$ cat src/rtl/dac_ref_slew_pkg.sv
`default_nettype none
// ============================================================================
// Module      : dac_pkg
// Description : Shared types and constants for the DAC reference slew limiter.
// Revision    : 1.0 - initial release
// ============================================================================
package dac_pkg;

    typedef enum logic {
        SETTLED = 1'b0,
        SLEWING = 1'b1
    } slew_state_t;

    localparam int LEVEL_W = 8;

    localparam logic CH1 = 1'b0;
    localparam logic CH2 = 1'b1;

endpackage
`default_nettype wire

$ cat src/rtl/dac_ref_slew_if.sv
`default_nettype none
// ============================================================================
// Module      : dac_ref_slew_if
// Description : Target-write handshake between the register block and the
//               reference slew limiter.
// Revision    : 1.0 - initial release
// ============================================================================
interface dac_ref_slew_if;
    import dac_pkg::*;

    logic               wr_valid;
    logic               wr_ready;
    logic               wr_channel;
    logic [LEVEL_W-1:0] wr_level;

    modport master (
        output wr_valid,
        output wr_channel,
        output wr_level,
        input  wr_ready
    );

    modport slave (
        input  wr_valid,
        input  wr_channel,
        input  wr_level,
        output wr_ready
    );

endinterface
`default_nettype wire

$ cat src/rtl/dac_ref_slew_channel.sv
`default_nettype none
// ============================================================================
// Module      : dac_ref_channel
// Description : One DAC channel: target and active level registers, slew FSM
//               and the bounded step toward the target.
// Revision    : 1.0 - initial release
// ============================================================================
module dac_ref_channel
    import dac_pkg::*;
#(
    parameter int                 MAX_STEP    = 8,
    parameter logic [LEVEL_W-1:0] RESET_LEVEL = '0
) (
    input  wire logic               clk,
    input  wire logic               reset_n,
    input  wire logic               wr_en,
    input  wire logic [LEVEL_W-1:0] wr_level,
    input  wire logic               step_en,
    output logic      [LEVEL_W-1:0] active,
    output logic                    slewing,
    output logic                    settled
);

    localparam logic [0:0]         ST_SETTLED = SETTLED;
    localparam logic [0:0]         ST_SLEWING = SLEWING;
    localparam logic [LEVEL_W-1:0] STEP_N     = LEVEL_W'(MAX_STEP);
    localparam logic [LEVEL_W:0]   STEP_W     = (LEVEL_W+1)'(MAX_STEP);

    logic [LEVEL_W-1:0]        target_q;
    logic [LEVEL_W-1:0]        target_d;
    logic [LEVEL_W-1:0]        active_q;
    logic [LEVEL_W-1:0]        active_d;
    logic [0:0]                state_q;
    logic [0:0]                state_d;
    logic                      settled_q;
    logic                      settled_d;
    logic signed [LEVEL_W:0]   diff;
    logic [LEVEL_W:0]          abs_diff;
    logic [LEVEL_W-1:0]        step_val;

    // Distance to target; both operands are zero-extended so no wrap occurs.
    assign diff     = $signed({1'b0, target_q}) - $signed({1'b0, active_q});
    assign abs_diff = diff[LEVEL_W] ? $unsigned(-diff) : $unsigned(diff);

    // Bounded step: jump straight to target when close enough or unlimited.
    always_comb begin
        step_val = target_q;
        if ((MAX_STEP != 0) && (abs_diff > STEP_W)) begin
            if (diff[LEVEL_W]) begin
                step_val = active_q - STEP_N;
            end else begin
                step_val = active_q + STEP_N;
            end
        end
    end

    // Next state: the step uses the old target, a same-edge write lands after it.
    always_comb begin
        active_d  = step_en ? step_val : active_q;
        target_d  = wr_en ? wr_level : target_q;
        state_d   = (active_d != target_d) ? ST_SLEWING : ST_SETTLED;
        settled_d = (state_q == ST_SLEWING) && (state_d == ST_SETTLED);
    end

    // Channel registers.
    always_ff @(posedge clk or negedge reset_n) begin
        if (!reset_n) begin
            target_q  <= RESET_LEVEL;
            active_q  <= RESET_LEVEL;
            state_q   <= ST_SETTLED;
            settled_q <= 1'b0;
        end else begin
            target_q  <= target_d;
            active_q  <= active_d;
            state_q   <= state_d;
            settled_q <= settled_d;
        end
    end

    assign active  = active_q;
    assign slewing = (state_q == ST_SLEWING);
    assign settled = settled_q;

endmodule
`default_nettype wire

$ cat src/rtl/dac_ref_slew.sv
`default_nettype none
// ============================================================================
// Module      : dac_ref_slew
// Description : Slew-limited two-channel reference level source feeding the
//               SPI DAC write path. Levels only move at SPI frame ends.
// Revision    : 1.0 - initial release
// ============================================================================
module dac_ref_slew
    import dac_pkg::*;
#(
    parameter int                 MAX_STEP    = 8,
    parameter logic [LEVEL_W-1:0] RESET_LEVEL = '0
) (
    input  wire logic               clk,
    input  wire logic               reset_n,
    dac_ref_slew_if.slave           wr,
    input  wire logic               cs_n,
    input  wire logic               channel_sel,
    output logic      [LEVEL_W-1:0] ref_level,
    output logic                    busy,
    output logic      [1:0]         settled
);

    logic               cs_n_q;
    logic               chan_q;
    logic               ready_q;
    logic               frame_done;
    logic               wr_fire;
    logic [1:0]         wr_en;
    logic [1:0]         step_en;
    logic [1:0]         slewing;
    logic [LEVEL_W-1:0] active [2];

    // Frame-end detector and ready flag; cs_n_q resets high so no frame end
    // can be seen on the first edge after reset.
    always_ff @(posedge clk or negedge reset_n) begin
        if (!reset_n) begin
            cs_n_q  <= 1'b1;
            chan_q  <= 1'b0;
            ready_q <= 1'b0;
        end else begin
            cs_n_q  <= cs_n;
            chan_q  <= channel_sel;
            ready_q <= 1'b1;
        end
    end

    assign frame_done  = ~cs_n_q & cs_n;
    assign wr.wr_ready = ready_q;
    assign wr_fire     = wr.wr_valid & ready_q;

    generate
        for (genvar c = 0; c < 2; c++) begin : g_ch
            assign wr_en[c]   = wr_fire & (wr.wr_channel == 1'(c));
            assign step_en[c] = frame_done & (chan_q == 1'(c));

            dac_ref_channel #(
                .MAX_STEP    (MAX_STEP),
                .RESET_LEVEL (RESET_LEVEL)
            ) u_channel (
                .clk      (clk),
                .reset_n  (reset_n),
                .wr_en    (wr_en[c]),
                .wr_level (wr.wr_level),
                .step_en  (step_en[c]),
                .active   (active[c]),
                .slewing  (slewing[c]),
                .settled  (settled[c])
            );
        end
    endgenerate

    assign ref_level = (channel_sel == CH2) ? active[1] : active[0];
    assign busy      = |slewing;

endmodule
`default_nettype wire
$ cat src/flat_wrapper.sv
// flat-port wrapper written by rule: the top's interface ports become plain ports
module dac_ref_slew_flat import dac_pkg::*;
#(
    parameter int                 MAX_STEP    = 8,
    parameter logic [LEVEL_W-1:0] RESET_LEVEL = '0
)
  (clk, reset_n, cs_n, channel_sel, ref_level, busy, settled, wr_wr_valid, wr_wr_channel, wr_wr_level, wr_wr_ready);
  dac_ref_slew_if wr_i ();
  input  wire logic clk;
  input  wire logic reset_n;
  input  wire logic cs_n;
  input  wire logic channel_sel;
  output logic      [LEVEL_W-1:0] ref_level;
  output logic busy;
  output logic      [1:0] settled;
  input wire logic [$bits(wr_i.wr_valid)-1:0] wr_wr_valid;
  input wire logic [$bits(wr_i.wr_channel)-1:0] wr_wr_channel;
  input wire logic [$bits(wr_i.wr_level)-1:0] wr_wr_level;
  output wire logic [$bits(wr_i.wr_ready)-1:0] wr_wr_ready;
  assign wr_i.wr_valid = wr_wr_valid;
  assign wr_i.wr_channel = wr_wr_channel;
  assign wr_i.wr_level = wr_wr_level;
  assign wr_wr_ready = wr_i.wr_ready;
  dac_ref_slew #(.MAX_STEP(MAX_STEP), .RESET_LEVEL(RESET_LEVEL)) u_core (.clk(clk), .reset_n(reset_n), .wr(wr_i), .cs_n(cs_n), .channel_sel(channel_sel), .ref_level(ref_level), .busy(busy), .settled(settled));
endmodule
$ cat config.mk
export PLATFORM = sky130hd
export DESIGN_NAME = dac_ref_slew_flat
export DESIGN_NICKNAME = d
export VERILOG_FILES = /design/src/rtl/dac_ref_slew_pkg.sv /design/src/rtl/dac_ref_slew_if.sv /design/src/rtl/dac_ref_slew_channel.sv /design/src/rtl/dac_ref_slew.sv /design/src/flat_wrapper.sv
export SDC_FILE = /design/constraint.sdc
export NUM_CORES = 1
export LEC_CHECK = 0
export CAP_MARGIN = 20
export CORE_MARGIN = 2
export CORE_UTILIZATION = 55
export CTS_CLUSTER_SIZE = 24
export DETAILED_ROUTE_END_ITERATION = 16
export PLACE_DENSITY = 0.76
export SLEW_MARGIN = 5
export SYNTH_ARGS = -nofsm -noshare
export SYNTH_HDL_FRONTEND = slang
export SYNTH_SLANG_ARGS = --single-unit
$ cat constraint.sdc
create_clock -name clk -period 8.7 [get_ports clk]
set_input_delay 1.74 -clock clk [delete_from_list [all_inputs] [get_ports clk]]
set_output_delay 1.74 -clock clk [all_outputs]
set_load 0.03 [all_outputs]
==> impl_metrics.env, run 1 <==
export IMPL_r2r_slack_ns=4.05
export IMPL_synth_seq_cells=39
export IMPL_fillCellCount=549
export IMPL_areaGrowthSynthToFinish_pct=10.9
export IMPL_skew_ns=0.00821
export IMPL_ant_nets=0
export IMPL_cp_end_kind="primary output"
export IMPL_synth_area_mm2=0.00356
export IMPL_first_global_vias=2961
export IMPL_drc=0
export IMPL_grt_first_pass_wirelength_mm=13.8
export IMPL_wl_per_cell_um=16.3
export IMPL_htree_num_levels=2
export IMPL_drive_gt1_frac=0.116
export IMPL_gp_congestion=0.823
export IMPL_fp_dieW_um=84.4
export IMPL_final_setup_tns_ns=0
export IMPL_ys_async_sr_fraction=1.00
export IMPL_muxShareOfSynthArea=0.104
export IMPL_grt_max_degree=40
export IMPL_grt_overflow_total=0
export IMPL_num_rows=29
export IMPL_yosysWarnings=0
export IMPL_cts_resized=0
export IMPL_period_share=0.611
export IMPL_outcome="complete, no violations"
export IMPL_worstPathRequired_ns=6.96
export IMPL_syn_nets=436
export IMPL_min_delay_path_class="reg -> reg"
export IMPL_synth_fa_ha_area_frac=0.107
export IMPL_path_buf_inv=2
export IMPL_grtUsageTotal=0.235
export IMPL_first_pass_iters=5
export IMPL_num_antenna_cells=0
export IMPL_slowest_stage="clkdlybuf4s50_1"
export IMPL_setup_viol=0
export IMPL_die_area_mm2=0.00712
export IMPL_start_util=0.563
export IMPL_core_area_mm2=0.00631
export IMPL_path_clk_slew_ns=0.08
export IMPL_synth_edf_count=0
export IMPL_synth_xor_area_share=0.0806
export IMPL_synth_area_per_cell_um2=9.03
export IMPL_critPathMaxStageDelay_ns=0.83
export IMPL_cap_violations=0
export IMPL_route_vias_total=2954
export IMPL_via_per_inst=6.02
export IMPL_synth_compound_area_frac=0.198
export IMPL_ys_flop_type="dfrtp_1"
export IMPL_io_buffers=25
export IMPL_wl_mm=7.99
export IMPL_critPathMostFrequentCell="clkdlybuf4s50_1"
export IMPL_drv_slew=0
export IMPL_timing_fmax_mhz=188
export IMPL_ys_types=75
export IMPL_cp_arrival_ns=3.57
export IMPL_root_buffer="clkbuf_8"
export IMPL_rsz0062_at_grt="no"
export IMPL_setup_worst_path_class="in -> out"
export IMPL_cts_hold_buf=0
export IMPL_antenna_found_initial=0
export IMPL_fin_crit_ns=5.31
export IMPL_drtIter0Drc=174
export IMPL_placed_cell_area_mm2=0.00383
export IMPL_fin_area_mm2=0.00395
export IMPL_clk_latency_ns=0.30
export IMPL_cp_start_kind="input port"
export IMPL_die_y_um=84.4
export IMPL_max_slew_worst_pin_slew_ns=0.863
export IMPL_dpl_hpwl_mm=6.31
export IMPL_cts_tree="built"
export IMPL_cts_max_path_buffers=2
export IMPL_io_pin_count=26
export IMPL_cts_sinks=39
export IMPL_numCtsBuffers=5
export IMPL_cp_cell_sequence="clkdlybuf4s50_1, mux2_2, clkdlybuf4s50_1"
export IMPL_maxSlewHeadroom=0.424
export IMPL_hold_viol_final=0
export IMPL_ys_seq_area_frac=0.275
export IMPL_syn_instance_count=394
export IMPL_nets=455
export IMPL_synthSimpleGateAreaFrac=0.179
export IMPL_path_delay_family="buffers and inverters"
export IMPL_critPathMaxFanout=16
export IMPL_synth_top_family_by_area="compound AO/OA/AOI/OAI gates"
export IMPL_post_cts_buffers=0
-- cells in the final DEF (no fill, tap or decap), types with 6 or more instances in the layout --
| master | n |
|---|---|
| a21o_1 | 8 |
| nor2_1 | 19 |
| mux2_2 | 17 |
| nand2_1 | 26 |
| ha_1 | 24 |
| dfrtp_1 | 38 |
| clkdlybuf4s50_1 | 24 |
| inv_1 | 31 |
| a21oi_1 | 24 |
| clkbuf_8 | 6 |
| or3_1 | 11 |
| nor3_1 | 9 |
| mux2i_1 | 12 |
| o21ai_0 | 21 |
| nand3_1 | 13 |
| xnor2_1 | 16 |
| xor2_1 | 11 |
-- layout make-up --
cell class,count,area [um^2],area share
tap,77,96.3,0.0244
sequential,39,977,0.248
clock inverter,2,35.0,0.00888
inverter,33,124,0.0314
clock buffer,6,82.6,0.0209
multi-input combinational,309,2380,0.605
timing repair buffer,25,245,0.0622
-- synthesized netlist by cell type (all sizes together) (2+ instances only) --
cell	count	share of area
dfrtp	38	0.27
inv	33	0.035
a21oi	26	0.041
nand2	26	0.027
ha	24	0.084
o21ai	23	0.032
mux2	20	0.067
nor2	20	0.022
xnor2	16	0.039
mux2i	13	0.038
nand3	13	0.018
xor2	12	0.035
or3	11	0.019
nor3	9	0.013
a21o	8	0.017
buf	8	0.014
clkbuf	5	0.0053
nor4	5	0.0088
o21a	5	0.011
a21boi	4	0.0084
a31oi	4	0.0088
and3	4	0.0084
fa	4	0.023
nand3b	4	0.0084
o2111ai	4	0.0099
o211ai	4	0.0084
a311oi	3	0.0091
and2	3	0.0060
nand2b	3	0.0053
nor2b	3	0.0053
o22ai	3	0.0053
or2	3	0.0060
a211o	2	0.0049
a211oi	2	0.0042
nand4	2	0.0077
nor3b	2	0.0070
o221ai	2	0.0049
o311ai	2	0.0049
o31ai	2	0.0042
or3b	2	0.0049
-- sequential cells by signal (all words and copies together), names as in the netlist --
| name | count |
|---|---|
| u_core.g_ch.u_channel.active | 16 |
| u_core.wr.wr_ready | 1 |
| u_core.g_ch.u_channel.slewing | 2 |
| u_core.cs_n_q | 1 |
| u_core.g_ch.u_channel.settled | 2 |
| u_core.chan_q | 1 |
| u_core.g_ch.u_channel.target_q | 16 |
-- kinds of logic after synthesis --
kind of cell             Yosys count
AO/OA/AOI/OAI                    103
XOR/XNOR                          29
adder cells (fa/ha/maj)           28
buffers and inverters             46
flip-flops                        39
multiplexers                      33
other                              1
AND/OR/NAND/NOR                  115
-- path summary, 6_finish.rpt --
| path | start | endpoint | cells past startpoint |
|---|---|---|---|
| min in group asynchronous | reset_n | u_core.g_ch[0].u_channel.active[4]$_DFF_PN0_ | 1 |
| worst min-delay path | u_core.g_ch[1].u_channel.slewing$_DFF_PN0_ | u_core.g_ch[1].u_channel.settled$_DFF_PN0_ | 2 |
| worst min register to register | u_core.g_ch[1].u_channel.slewing$_DFF_PN0_ | u_core.g_ch[1].u_channel.settled$_DFF_PN0_ | 2 |
| max in group asynchronous | reset_n | u_core.g_ch[1].u_channel.active[3]$_DFF_PN0_ | 1 |
| worst max register to register | u_core.g_ch[1].u_channel.target_q[0]$_DFF_PN0_ | u_core.g_ch[1].u_channel.slewing$_DFF_PN0_ | 15 |
| worst max-delay path | channel_sel | ref_level[0] | 3 |
-- worst min-delay path: cells and delay by family, from the launching register on --
| family | cells | cell delay (ns) |
|---|---|---|
| simple gates | 1 | 0.04 |
| buf+inv | 1 | 0.05 |
| flops | 1 | 0.38 |
-- metal layers --
metal	global-route usage	share of wire
met5	0	0
met1	0.328	0.47
met4	0.0332	0.0051
met3	0.0403	0.047
met2	0.396	0.47
-- per-stage QoR --
step	std cells	setup slack, ns	hold slack [ns]	util
detailed placement	483	3.36	0.493	0.606
floorplan	394	4.33	0.471	-
global placement	483	3.40	0.496	0.606
global route	491	3.29	0.546	0.625
finish	491	3.39	0.512	0.625
CTS	491	3.36	0.517	0.625
Power of run 1 is not shown: default switching activity piles up to over one toggle a cycle in this logic, so the estimate is an artifact.
==> run 2, diff against run 1 <==
CORE_UTILIZATION = 54   (was 55)
PLACE_DENSITY = 0.77   (was 0.76)
clock period = 4.3 ns   (was 8.7 ns; I/O delays follow)
==> run 2 against run 1 <==
Effect of this change:
- cell area grew 1.9%
- register-to-register slack lost 3.9 ns
- setup slack lost 3.2 ns
- flip-flop and latch count is the same
- global-route usage shrank 0.055 points
- critical path type is now reg -> reg
- critical endpoint is now u_core.g_ch[0].u_channel.slewing$_DFF_PN0_
- largest cell class unchanged
==> impl_metrics.env, run 2 (synthesis gave the netlist of run 1 again) <==
export IMPL_dpl_hpwl_mm=6.51
export IMPL_outcome="complete, no violations"
export IMPL_clk_latency_ns=0.29
export IMPL_critPathMaxFanout=6
export IMPL_ant_nets=0
export IMPL_die_y_um=85.2
export IMPL_cap_violations=0
export IMPL_drtIter0Drc=255
export IMPL_cts_tree="built"
export IMPL_hold_viol_final=0
export IMPL_first_global_vias=2862
export IMPL_wl_per_cell_um=16.7
export IMPL_grtUsageTotal=0.235
export IMPL_fin_crit_ns=4.11
export IMPL_highest_layer="met4"
export IMPL_io_pin_count=26
export IMPL_max_slew_worst_pin_slew_ns=0.866
export IMPL_fp_dieW_um=85.2
export IMPL_cts_hold_buf=0
export IMPL_cp_arrival_ns=4.28
export IMPL_maxSlewHeadroom=0.423
export IMPL_period_share=0.957
export IMPL_cts_sinks=39
export IMPL_path_clk_slew_ns=0.07
export IMPL_route_vias_total=3131
export IMPL_htree_num_levels=2
export IMPL_gp_congestion=0.867
export IMPL_io_buffers=25
export IMPL_first_pass_iters=5
export IMPL_wl_mm=8.38
export IMPL_num_antenna_cells=0
export IMPL_min_delay_path_class="reg -> reg"
export IMPL_drv_slew=0
export IMPL_place_inst=491
export IMPL_cp_start_kind="register"
export IMPL_skew_ns=0.00889
export IMPL_fin_util=0.633
export IMPL_wl_met1_mm=4.02
export IMPL_grt_max_degree=40
export IMPL_final_common_cell="dfrtp_1"
export IMPL_met2WireLength_mm=3.86
export IMPL_via_per_inst=6.25
export IMPL_core_area_mm2=0.00635
export IMPL_rsz0062_at_grt="yes"
export IMPL_worstPathRequired_ns=4.47
export IMPL_root_buffer="clkbuf_8"
export IMPL_areaGrowthSynthToFinish_pct=13.0
export IMPL_grt_first_pass_wirelength_mm=13.8
export IMPL_antenna_found_initial=0
export IMPL_num_rows=29
export IMPL_finalNonFillerCells=501
export IMPL_timing_fmax_mhz=243
export IMPL_setup_viol=0
export IMPL_setup_worst_path_class="reg -> reg"
export IMPL_start_util=0.560
export IMPL_drc=0
export IMPL_numCtsBuffers=5
export IMPL_grt_overflow_total=0
export IMPL_final_cell_mix="dfrtp_1 (38), inv_1 (31), nand2_1 (26), ha_1 (24), clkdlybuf4s50_1 (24)"
export IMPL_cp_end_kind="register"
export IMPL_wl_met3_um=413
export IMPL_nets=465
export IMPL_cts_max_path_buffers=2
export IMPL_drive_gt1_frac=0.151
export IMPL_die_area_mm2=0.00725
## run 2: what timing repair did
item                       4_1_cts  5_1_grt
setup buffers                    0        2
setup endpoints to repair        0        4
gates resized for setup          0       11
## run 2: worst max-delay path, cell delays in order, from the launching register on
cell and delay, ns:
dfrtp_1 0.37, inv_1 0.05, ha_1 0.21, inv_1 0.08, fa_2 0.42, inv_1 0.08, ha_1 0.16, nand2_1 0.14
or4_1 0.50, a211o_1 0.31, a21oi_4 0.23, nand4_4 0.18, mux2_4 0.35, xor2_1 0.14, or3_1 0.40, or3_1 0.36
## run 2: cell type report
class / count / area (um^2)
Fill cell: 527 / 2330
Clock buffer: 7 / 76.3
Timing Repair Buffer: 35 / 320
Inverter: 33 / 124
Clock inverter: 1 / 5.00
Tap cell: 77 / 96.3
Sequential cell: 39 / 977
Multi-Input combinational cell: 309 / 2420
## run 2: routing by layer
metal | GRT usage | vias up
met3 | 0.0379 | 14
met2 | 0.364 | 107
met1 | 0.352 | 1513
met4 | 0.0375 | 0
met5 | 0 | -
li1 | - | 1497
## run 2: worst paths after layout
path / from / endpoint / slack (ns) / depth (start not counted)
max: u_core.g_ch[0].u_channel.target_q[0]$_DFF_PN0_ / u_core.g_ch[0].u_channel.slewing$_DFF_PN0_ / 0.19 / 15
min: u_core.g_ch[1].u_channel.slewing$_DFF_PN0_ / u_core.g_ch[1].u_channel.settled$_DFF_PN0_ / 0.51 / 2
max reg2reg: u_core.g_ch[0].u_channel.target_q[0]$_DFF_PN0_ / u_core.g_ch[0].u_channel.slewing$_DFF_PN0_ / 0.19 / 15
max in group asynchronous: reset_n / u_core.g_ch[0].u_channel.active[7]$_DFF_PN0_ / 3.07 / 1
min reg2reg: u_core.g_ch[1].u_channel.slewing$_DFF_PN0_ / u_core.g_ch[1].u_channel.settled$_DFF_PN0_ / 0.51 / 2
min in group asynchronous: reset_n / u_core.g_ch[0].u_channel.active[4]$_DFF_PN0_ / 0.67 / 1
## run 2: metrics by stage
step / setup WS, ns / TNS, ns / cell area (um^2) / hold slack (ns)
final: 0.186 / 0 / 4020 / 0.512
after global placement: 0.0489 / 0 / 3890 / 0.493
after detailed placement: 0.0584 / 0 / 3890 / 0.512
after global routing: -0.0348 / -0.0348 / 4020 / 0.539
after floorplan: 0.289 / 0 / 3560 / 0.471
after CTS: 0.0220 / 0 / 3970 / 0.518
Power of run 2 is left out for the same reason.
==> run 3, diff against run 2 <==
CORE_MARGIN = 5   (was 2)
==> run 3 against run 2 <==
Effect of this change:
- die area grew 15%
- sequential share of layout area is essentially flat
- flip-flop and latch count is the same
- register-to-register slack is essentially flat
- non-clock buffer count shrank 2
- highest routed layer unchanged
==> impl_metrics.env, run 3 (synthesis gave the netlist of run 1 again) <==
export IMPL_outcome="complete, no violations"
export IMPL_dpl_hpwl_mm=6.48
export IMPL_rr_worst_depth=15
export IMPL_die_area_mm2=0.00831
export IMPL_min_delay_path_class="reg -> reg"
export IMPL_final_cell_mix="dfrtp_1 (38), inv_1 (31), nand2_1 (26), ha_1 (24), clkdlybuf4s50_1 (24)"
export IMPL_drive_gt1_frac=0.140
export IMPL_period_share=0.954
export IMPL_fin_crit_ns=4.10
export IMPL_drtIter0Drc=148
export IMPL_drc=0
export IMPL_gp_congestion=0.925
export IMPL_via_per_inst=6.11
export IMPL_fin_util=0.629
export IMPL_setup_worst_path_class="reg -> reg"
export IMPL_worstPathRequired_ns=4.47
export IMPL_pre_cts_ws_ns=0.0330
export IMPL_root_buffer="clkbuf_8"
export IMPL_first_global_vias=2937
export IMPL_wl_mm=8.25
export IMPL_path_clk_slew_ns=0.07
export IMPL_cp_startpoint="u_core.g_ch[0].u_channel.target_q[0]$_DFF_PN0_"
export IMPL_setup_viol=0
export IMPL_clk_latency_ns=0.29
export IMPL_io_buffers=25
export IMPL_critPathMaxFanout=6
export IMPL_nets=463
export IMPL_timing_fmax_mhz=244
export IMPL_max_slew_worst_pin_slew_ns=0.869
export IMPL_cts_max_path_buffers=2
export IMPL_cp_start_kind="register"
export IMPL_cts_sinks=39
export IMPL_numCtsBuffers=5
export IMPL_holdPathEnd="u_core.g_ch[1].u_channel.settled$_DFF_PN0_"
export IMPL_fp_dieW_um=91.2
export IMPL_antenna_found_initial=0
export IMPL_regToRegStartpoint="u_core.g_ch[0].u_channel.target_q[0]$_DFF_PN0_"
export IMPL_reg2reg_to="u_core.g_ch[0].u_channel.slewing$_DFF_PN0_"
export IMPL_hold_viol_final=0
export IMPL_drv_slew=0
export IMPL_htree_num_levels=2
export IMPL_grt_max_degree=40
export IMPL_r2r_slack_ns=0.20
export IMPL_cts_tree="built"
export IMPL_worst_slack_ns=0.197
export IMPL_maxSlewHeadroom=0.421
export IMPL_hp_start="u_core.g_ch[1].u_channel.slewing$_DFF_PN0_"
export IMPL_grt_overflow_total=0
export IMPL_cp_end_kind="register"
export IMPL_final_common_cell="dfrtp_1"
export IMPL_min_path_cells=2
export IMPL_num_rows=29
export IMPL_start_util=0.557
export IMPL_route_vias_total=3047
export IMPL_grt_first_pass_wirelength_mm=14.0
export IMPL_num_antenna_cells=0
export IMPL_ant_nets=0
export IMPL_core_area_mm2=0.00639
export IMPL_cp_arrival_ns=4.28
export IMPL_die_y_um=91.2
export IMPL_cap_violations=0
export IMPL_grtUsageTotal=0.202
export IMPL_first_pass_iters=4
export IMPL_skew_ns=0.00829
export IMPL_io_pin_count=26
export IMPL_areaGrowthSynthToFinish_pct=12.9
export IMPL_fillCellCount=546
export IMPL_wl_per_cell_um=16.5
-- run 3: cell count changes in the layout (fill, tap and decap cells not counted), sizes merged --
cell / before / now
buf: 11 / 9
clkbuf: 7 / 8
clkinv: 1 / 0
-- run 3: worst max path at each step --
stage	endpoint	slack, ns	depth (start not counted)
2_1_floorplan	u_core.g_ch[1].u_channel.slewing$_DFF_PN0_	0.29	15
3_3_place_gp	u_core.g_ch[1].u_channel.slewing$_DFF_PN0_	0.09	17
3_5_place_dp	u_core.g_ch[1].u_channel.slewing$_DFF_PN0_	0.03	17
4_1_cts	u_core.g_ch[1].u_channel.slewing$_DFF_PN0_	0.04	17
5_1_grt	u_core.g_ch[0].u_channel.slewing$_DFF_PN0_	-0.006	15
6_report	u_core.g_ch[0].u_channel.slewing$_DFF_PN0_	0.20	15
-- run 3: routing by layer --
metal  track usage  part of all wire  wire length (um)
met3        0.0347             0.049               407
met2         0.323              0.47              3900
met4        0.0526             0.011                91
met1         0.285              0.47              3850
met5             0                 0                 0
-- run 3: layout make-up --
type	count	area, um^2	area share
Clock buffer	8	100	0.0249
Sequential cell	39	977	0.243
Inverter	33	124	0.0309
Tap cell	77	96.3	0.0240
Multi-Input combinational cell	309	2410	0.601
Timing Repair Buffer	33	305	0.0760
-- run 3: critical path, stage by stage (launching register included) --
cell,delay [ns]
dfrtp_1,0.39
inv_1,0.06
ha_1,0.16
inv_1,0.06
fa_1,0.42
a21o_1,0.23
a21oi_1,0.18
xnor2_1,0.09
or4_1,0.40
a211o_1,0.31
a21oi_4,0.26
nand4_4,0.18
mux2_4,0.35
xor2_1,0.14
or3_1,0.40
or3_1,0.36
-- run 3: repair_timing --
item | in CTS | in global routing
setup buffers | 0 | 1
pin swaps | 1 | 1
gates resized for setup | 0 | 7
endpoints found under the setup margin | 1 | 4
hold buffers | 0 | 0
-- run 3: stage by stage --
step                      area [um^2]  instances  setup TNS, ns  hold slack (ns)
final                            4020        499              0            0.521
after CTS                        3980        498              0            0.518
after detailed placement         3880        490              0            0.488
after global routing             4020        499       -0.00566            0.546
after global placement           3880        490              0            0.493
after floorplan                  3560        394              0            0.471
Power of run 3 is left out for the same reason.
